File: src/rtl/tea_tx_byte_sequencer.sv
// Purpose: serialises a 64-bit cipher block into 8 UART byte slots of FRAME_CYCLES clocks each.
// Latency: byte k starts at A+1+k*FRAME_CYCLES after acceptance at A; done pulses at A+8*FRAME_CYCLES+1.
// Backpressure: in_ready is high only in IDLE; offers made while busy are ignored, not queued.
module tea_tx_byte_sequencer #(
  parameter int FRAME_CYCLES = 11,
  parameter bit MSB_FIRST    = 1
) (
  input  logic        clk,
  input  logic        rst,
  input  logic        in_valid,
  input  logic [63:0] in_block,
  output logic        in_ready,
  output logic        byte_valid,
  output logic [7:0]  byte_data,
  output logic        busy,
  output logic        done
);

  // A slot shorter than one UART frame (start + 8 data + stop + margin) would overrun the transmitter.
  generate
    if (FRAME_CYCLES < 11 || FRAME_CYCLES > 255) begin : g_bad_frame_cycles
      $error("tea_tx_byte_sequencer: FRAME_CYCLES must be within 11..255");
    end
  endgenerate

  typedef enum logic [1:0] {
    IDLE = 2'd0,
    SEND = 2'd1,
    WAIT = 2'd2
  } state_t;

  localparam logic [7:0] LAST_CNT = 8'(FRAME_CYCLES - 1);

  state_t      state;
  state_t      state_nxt;
  logic [63:0] shreg;
  logic [2:0]  idx;
  logic [7:0]  cnt;
  logic        done_q;
  logic        accept;
  logic        slot_end;
  logic        last_byte;
  logic [63:0] shreg_shifted;

  assign accept        = in_valid && (state == IDLE);
  assign slot_end      = (state == WAIT) && (cnt == LAST_CNT);
  assign last_byte     = (idx == 3'd7);
  assign shreg_shifted = MSB_FIRST ? {shreg[55:0], 8'h00} : {8'h00, shreg[63:8]};

  // State register.
  always_ff @(posedge clk) begin
    if (rst) begin
      state <= IDLE;
    end else begin
      state <= state_nxt;
    end
  end

  // Next-state: one SEND cycle per byte, then WAIT out the rest of the slot.
  always_comb begin
    state_nxt = state;
    case (state)
      IDLE: if (accept) state_nxt = SEND;
      SEND: state_nxt = WAIT;
      WAIT: if (slot_end) state_nxt = last_byte ? IDLE : SEND;
      default: state_nxt = IDLE;
    endcase
  end

  // Outputs decoded from the state.
  always_comb begin
    in_ready   = (state == IDLE);
    busy       = (state != IDLE);
    byte_valid = (state == SEND);
  end

  // Datapath: block latch, byte shifting, slot counting and the registered done pulse.
  always_ff @(posedge clk) begin
    if (rst) begin
      shreg  <= 64'h0;
      idx    <= 3'd0;
      cnt    <= 8'd0;
      done_q <= 1'b0;
    end else begin
      done_q <= 1'b0;
      case (state)
        IDLE: begin
          if (in_valid) begin
            shreg <= in_block;
            idx   <= 3'd0;
          end
        end
        SEND: cnt <= 8'd1;
        WAIT: begin
          if (slot_end) begin
            if (last_byte) begin
              // Register left unshifted so byte_data keeps the final byte while idle.
              done_q <= 1'b1;
            end else begin
              shreg <= shreg_shifted;
              idx   <= idx + 3'd1;
            end
          end else begin
            cnt <= cnt + 8'd1;
          end
        end
        default: ;
      endcase
    end
  end

  assign byte_data = MSB_FIRST ? shreg[63:56] : shreg[7:0];
  assign done      = done_q;

endmodule
File: config.mk
export PLATFORM = sky130hd
export DESIGN_NAME = tea_tx_byte_sequencer
export DESIGN_NICKNAME = d
export VERILOG_FILES = /design/src/rtl/tea_tx_byte_sequencer.sv
export SDC_FILE = /design/constraint.sdc
export NUM_CORES = 1
export LEC_CHECK = 0
export CAP_MARGIN = 0
export CORE_MARGIN = 5
export CORE_UTILIZATION = 48
export CTS_BUF_LIST = sky130_fd_sc_hd__clkbuf_4 sky130_fd_sc_hd__clkbuf_8
export DETAILED_ROUTE_END_ITERATION = 8
export HOLD_SLACK_MARGIN = 0.1
export PLACE_DENSITY = 0.79
export SLEW_MARGIN = 20
export SYNTH_ARGS = -nofsm -noshare
export SYNTH_HDL_FRONTEND = slang
export SYNTH_SLANG_ARGS = --single-unit
File: constraint.sdc
create_clock -name clk -period 1.6 [get_ports clk]
set_clock_uncertainty 0.05 [all_clocks]
set_input_delay 0.16 -clock clk [delete_from_list [all_inputs] [get_ports clk]]
set_output_delay 0.16 -clock clk [all_outputs]
set_load 0.1 [all_outputs]
Word-level counts from Yosys, hierarchy flattened
Cells that the tools add are included.
- register bits after elaboration: 78
- logic and storage cells: 43
- add/sub/neg operators: 2
- equal/unequal tests: 9
- muxes and demuxes: 15
- bitwise gates (word level): 2
- reductions and logical operators: 10
- operator list (kind ; number):
    $mux W64 ; 3
    $pmux W64 S2 ; 1
    $pmux W8 S2 ; 1
    $mux W3 ; 3
    $add A8 B1 Y8 const B ; 1
    $eq A8 B4 Y1 const B ; 1
    $mux W8 ; 1
    $ne A2 B2 Y1 const B ; 4
    $pmux W2 S3 ; 1
    $pmux W3 S2 ; 1
    $reduce_bool A2 Y1 ; 3
    $mux W2 ; 2
    $reduce_and A2 Y1 ; 2
    $reduce_and A4 Y1 ; 1
    $add A3 B1 Y3 const B ; 1
    $eq A3 B3 Y1 const B ; 1
    $reduce_or A3 Y1 ; 1
    $eq A2 B1 Y1 const B ; 1
    $eq A2 B2 Y1 const B ; 1
    $logic_and A1 B1 Y1 ; 2
    $logic_not A2 Y1 ; 1
    $mux W1 ; 2
    $ne A2 B1 Y1 const B ; 1
    $not A1 Y1 ; 2

Depth between registers and ports, before layout
Gate-level depths: netlist of the first run.
- word-level depth: 4
- mapped depth: 8
- depth with buffers taken out: 6

Worst setup path before layout of the first run
OpenSTA, ideal clock, no wires.
- path kind: register to register
- start point: register state[1]
- end point: register shreg[40]
- arrival: 2.345 ns
- setup slack: -0.917 ns
- stages on the path, launching flop included: 8
- path through: dfxtp_1 > or2_2 > inv_1 > nand2_1 > buf_2 > clkbuf_1 > o221ai_1 > a21oi_1
- elaborated cells on any way between the ends: 9
- RTL lines (what ; RTL line ; RTL):
    from (decl) ; 34 ; state_t state;
    from (signal assigned) ; 55 ; state <= state_nxt;
    $logic_not A2 Y1 * ; -- ;
    named net in_ready ; 12 ; output logic in_ready,
    $ne A2 B2 Y1 (no source line) or $reduce_bool A2 Y1 (tied branches) ; -- ;
    $reduce_and A4 Y1 (no source line) ; -- ;
    to (signal assigned) ; 89 ; shreg <= in_block;
    to (signal assigned) ; 100 ; shreg <= shreg_shifted;
    to (decl) ; 36 ; logic [63:0] shreg;
Mark *: on every way through the listed nets, which the timed path passes. The rest lies on a longest branch.
A chain may end at the register's enable or synchronous reset.

Worst setup path in the final report of the first run
- start point: register state[1]
- end point: register shreg[21]
- word-level cells in the longest chain between the ends: 4
- elaborated cells on any way between the ends: 9
- ends and longest elaborated chain (what ; RTL line ; RTL):
    $eq A2 B2 Y1 ; 46, 86 ;
    $logic_and A1 B1 Y1 ; 46 ; assign slot_end = (state == WAIT) && (cnt == LAST_CNT);
    $ne A2 B2 Y1 (no source line) ; -- ;
    $reduce_and A4 Y1 (no source line) ; -- ;
Parallel ways exist; a longest one is shown, timed or not.

==> summary.txt, run 1 <==
Flow run
  – Max-Cap Viols: 0

Yosys
  – Share of the synthesized area in the top cell type: 41.8%
  – Ys flop type: dfxtp_1
  – Cells after synthesis: 448
  – Unique cell type count in the Yosys netlist: 43
  – Synthesized flop and latch total: 78
  – Post-synth EDFFs: 0
  – Ranking of synthesized cells by area: dfxtp_1 (42%), a21oi_1 (17%), o221ai_1 (11%)
  – Register area share after synthesis: a little over two fifths
  – Yosys top cell by area: dfxtp_1
  – Count leader, synth: a21oi_1
  – Ys async rst share: 0%
  – Syn nets: around 520
  – Post-synth top cells: a21oi_1 (124), dfxtp_1 (78), inv_1 (62)
  – Synth Cell Area: 3730 µm²
  – Synthesized area per cell: around 8.3 µm²
  – Yosys warnings: 0

Die
  – Die W: just under 100 µm
  – Die Y: 98.2 µm
  – Starting Density: about 49%
  – Die Area: 9640 µm²
  – Area of the core: ~7600 µm²
  – Row Count: 32
  – I/O pin count: 79

Clock network
  – Clock Sinks: 78
  – Clk_lat worst skew: 0.36 ns
  – CTS H-tree depth: 3
  – CTS tree: built
  – CTS Buffer Depth: 2
  – Clk pin slew, worst setup/hold paths: 0.09 ns
  – CTS Buf Count: 9
  – Root Buffer: clkbuf_8

Status
  – Status: complete, but fails checks
  – Violations in the final reports: setup timing

Timing
  – Slew HR: 65.8%
  – Final worst slack: -0.155 ns
  – Final slew viol count: 0
  – Period utilisation layout: 110%
  – Min Tclk post-route: 1.76 ns
  – Setup violators final: 70
  – Final hold vios: 0
  – RSZ-0062 raised after global routing: yes
  – Fmax: between 500 and 600 MHz
  – Worst Tran Pin Value: 0.513 ns
  – Hold_ws: 0.291 ns

Final layout
  – Post-Layout Cell Count: 647
  – Fill cell total of the finished layout: 404
  – Ant. Diodes: 0
  – Share of cells above drive strength 1: between 30% and 40%
  – Area taken by flip-flops and latches: 1570 µm²
  – Layout area overhead: 63.9%
  – Multi-input logic area: between 2000 and 2500 µm²
  – Layout Nets: around 610
  – Layout Utilization: 80.0%

Critical path
  – R2R setup slack: -0.16 ns
  – Highest-delay cell along the critical path: dfxtp_2
  – Worst r2r src: state[1]$_SDFFE_PP0P_
  – Crit path from: state[1]$_SDFFE_PP0P_
  – Crit-path cells: nor2b_1 -> nand4_1 -> buf_6 -> buf_12 -> o221ai_1 -> a21oi_4
  – CP endpoint: shreg[21]$_SDFFE_PP0P_
  – Max incr delay on CP: about 0.41 ns
  – Worst endpoint required time: 1.80 ns
  – R2R depth: 6
  – Critical Path AT: 1.95 ns
  – Startpoint type of the worst setup path: flop
  – Setup crit end kind: flop
  – Critical path type: flop to flop
  – Crit path max fanout: 8
  – Reg2reg end: shreg[21]$_SDFFE_PP0P_

Routing
  – Drt wl/cell: 22.5 µm
  – Routed vias/inst: 6.34
  – Drt pass-1 iters: 5
  – Remaining DRCs: 0
  – Via count: 4102
  – Iteration-0 DRC count of the detailed router: 340
  – WL final: 14600 µm
  – Final ANT Viol Nets: 0

GRT
  – Grt total ovfl: 0
  – Vias in the first global route: 3934
  – Global-route wire length before repair: 19100 µm
  – Largest net degree at the start of global routing: between 60 and 70
  – Antenna violations before repair: 0
  – GRT Util Overall: 24.4%

Hold path
  – Hold Crit Class: input port to flop

Pwr
  – Leak pwr: 2.11 nW
  – Maximum vdd ir drop: 0.516 mV
  – Power Dens Cells: 887 nW/µm²

Placed design
  – Gpl congestion: between 0.8 and 0.9
  – IO Port Bufs: 78
  – Setup WS pre-CTS: -0.153 ns
  – DP HPWL: slightly above 7000 µm
  – DP Cell Count: 611
-- worst max-delay path, delay by kind of cell (launching register included) --
kind	cells	cell delay (ns)
AOI/OAI and AO/OA	2	0.32
buffers and inverters	2	0.35
DFF	1	0.41
and+or+nand+nor	2	0.51
-- report_power, final --
group	total [mW]	switching [mW]	internal, mW
combinational	1.50	0.844	0.652
sequential	2.24	0.148	2.10
clock	1.69	0.808	0.881
total	5.43	1.80	3.63
-- stage by stage --
step	cell area [µm²]	power [mW]	TNS (ns)
3_3_place_gp	4940	3.35	-2.86
3_5_place_dp	4940	3.38	-6.99
2_1_floorplan	3880	2.94	-24.09
6_report	6120	5.43	-7.42
4_1_cts	5460	5.09	-2.87
5_1_grt	6120	5.59	-12.44
-- state kept, by name, summed over array words and instances, names as in the netlist --
name	flops
idx	3
cnt	8
state	2
done	1
shreg	64
-- worst min path at each step --
stage                      startpoint                endpoint  slack, ns  cells after the start
2_1_floorplan             in_block[0]   shreg[0]$_SDFFE_PP0P_       0.25                      2
3_3_place_gp   shreg[24]$_SDFFE_PP0P_  shreg[24]$_SDFFE_PP0P_       0.40                      2
3_5_place_dp   shreg[25]$_SDFFE_PP0P_  shreg[25]$_SDFFE_PP0P_       0.41                      2
4_1_cts                   in_block[1]   shreg[1]$_SDFFE_PP0P_       0.29                      3
5_1_grt                   in_block[1]   shreg[1]$_SDFFE_PP0P_       0.31                      3
6_report                  in_block[6]   shreg[6]$_SDFFE_PP0P_       0.29                      3
-- kinds of logic after synthesis --
group                    Yosys count  synth area share, %
flip-flops                        78                 41.8
adder cells (fa/ha/maj)            4                 1.34
buffers and inverters            108                 12.4
AND/OR/NAND/NOR                   54                 8.45
multiplexers                       2                0.603
AO/OA/AOI/OAI                    200                 34.9
XOR/XNOR                           2                0.469
-- layer usage --
layer | routed length, µm | vias to the layer above | GRT usage (%)
met3 | 1050 | 55 | 4.93
met2 | 7370 | 225 | 42.4
li1 | - | 1815 | -
met5 | 0 | - | 0
met4 | 658 | 0 | 12.6
met1 | 5480 | 2007 | 28.3
-- area by class of cell --
class	instances	area share, %
clock buffer	9	2.02
tap	102	2.09
timing repair buffer	127	25.8
sequential	78	25.7
clock inverter	7	1.57
multi-input combinational	262	38.9
inverter	62	3.92
-- what timing repair did --
action                                  4_1_cts  5_1_grt
gates resized for setup                      42       93
pin swaps                                    18       59
hold buffers                                  1        0
setup buffers                                 6        2
hold endpoints to repair                      2        0
cloned                                        3        8
endpoints found under the setup margin       74       75
-- cell usage in the layout (no fill, tap or decap), types with 6 or more instances in the layout --
master,instances
dfxtp_1,72
a21oi_4,6
buf_6,6
clkdlybuf4s50_1,65
buf_4,23
clkbuf_8,9
a21oi_1,64
buf_12,20
o221ai_1,19
a21oi_2,55
o21ai_2,6
nor3_1,7
o221ai_2,27
nand2_1,13
inv_1,58
clkbuf_16,7
nand3_1,6
o221ai_4,10
Power figures use the tool's default switching activity.
==> run 2, diff against run 1 <==
- ABC_CLOCK_PERIOD_IN_PS: unset -> 1600
==> results of run 2 <==
No change in the layout: final DEF, timing and power equal those of run 1.
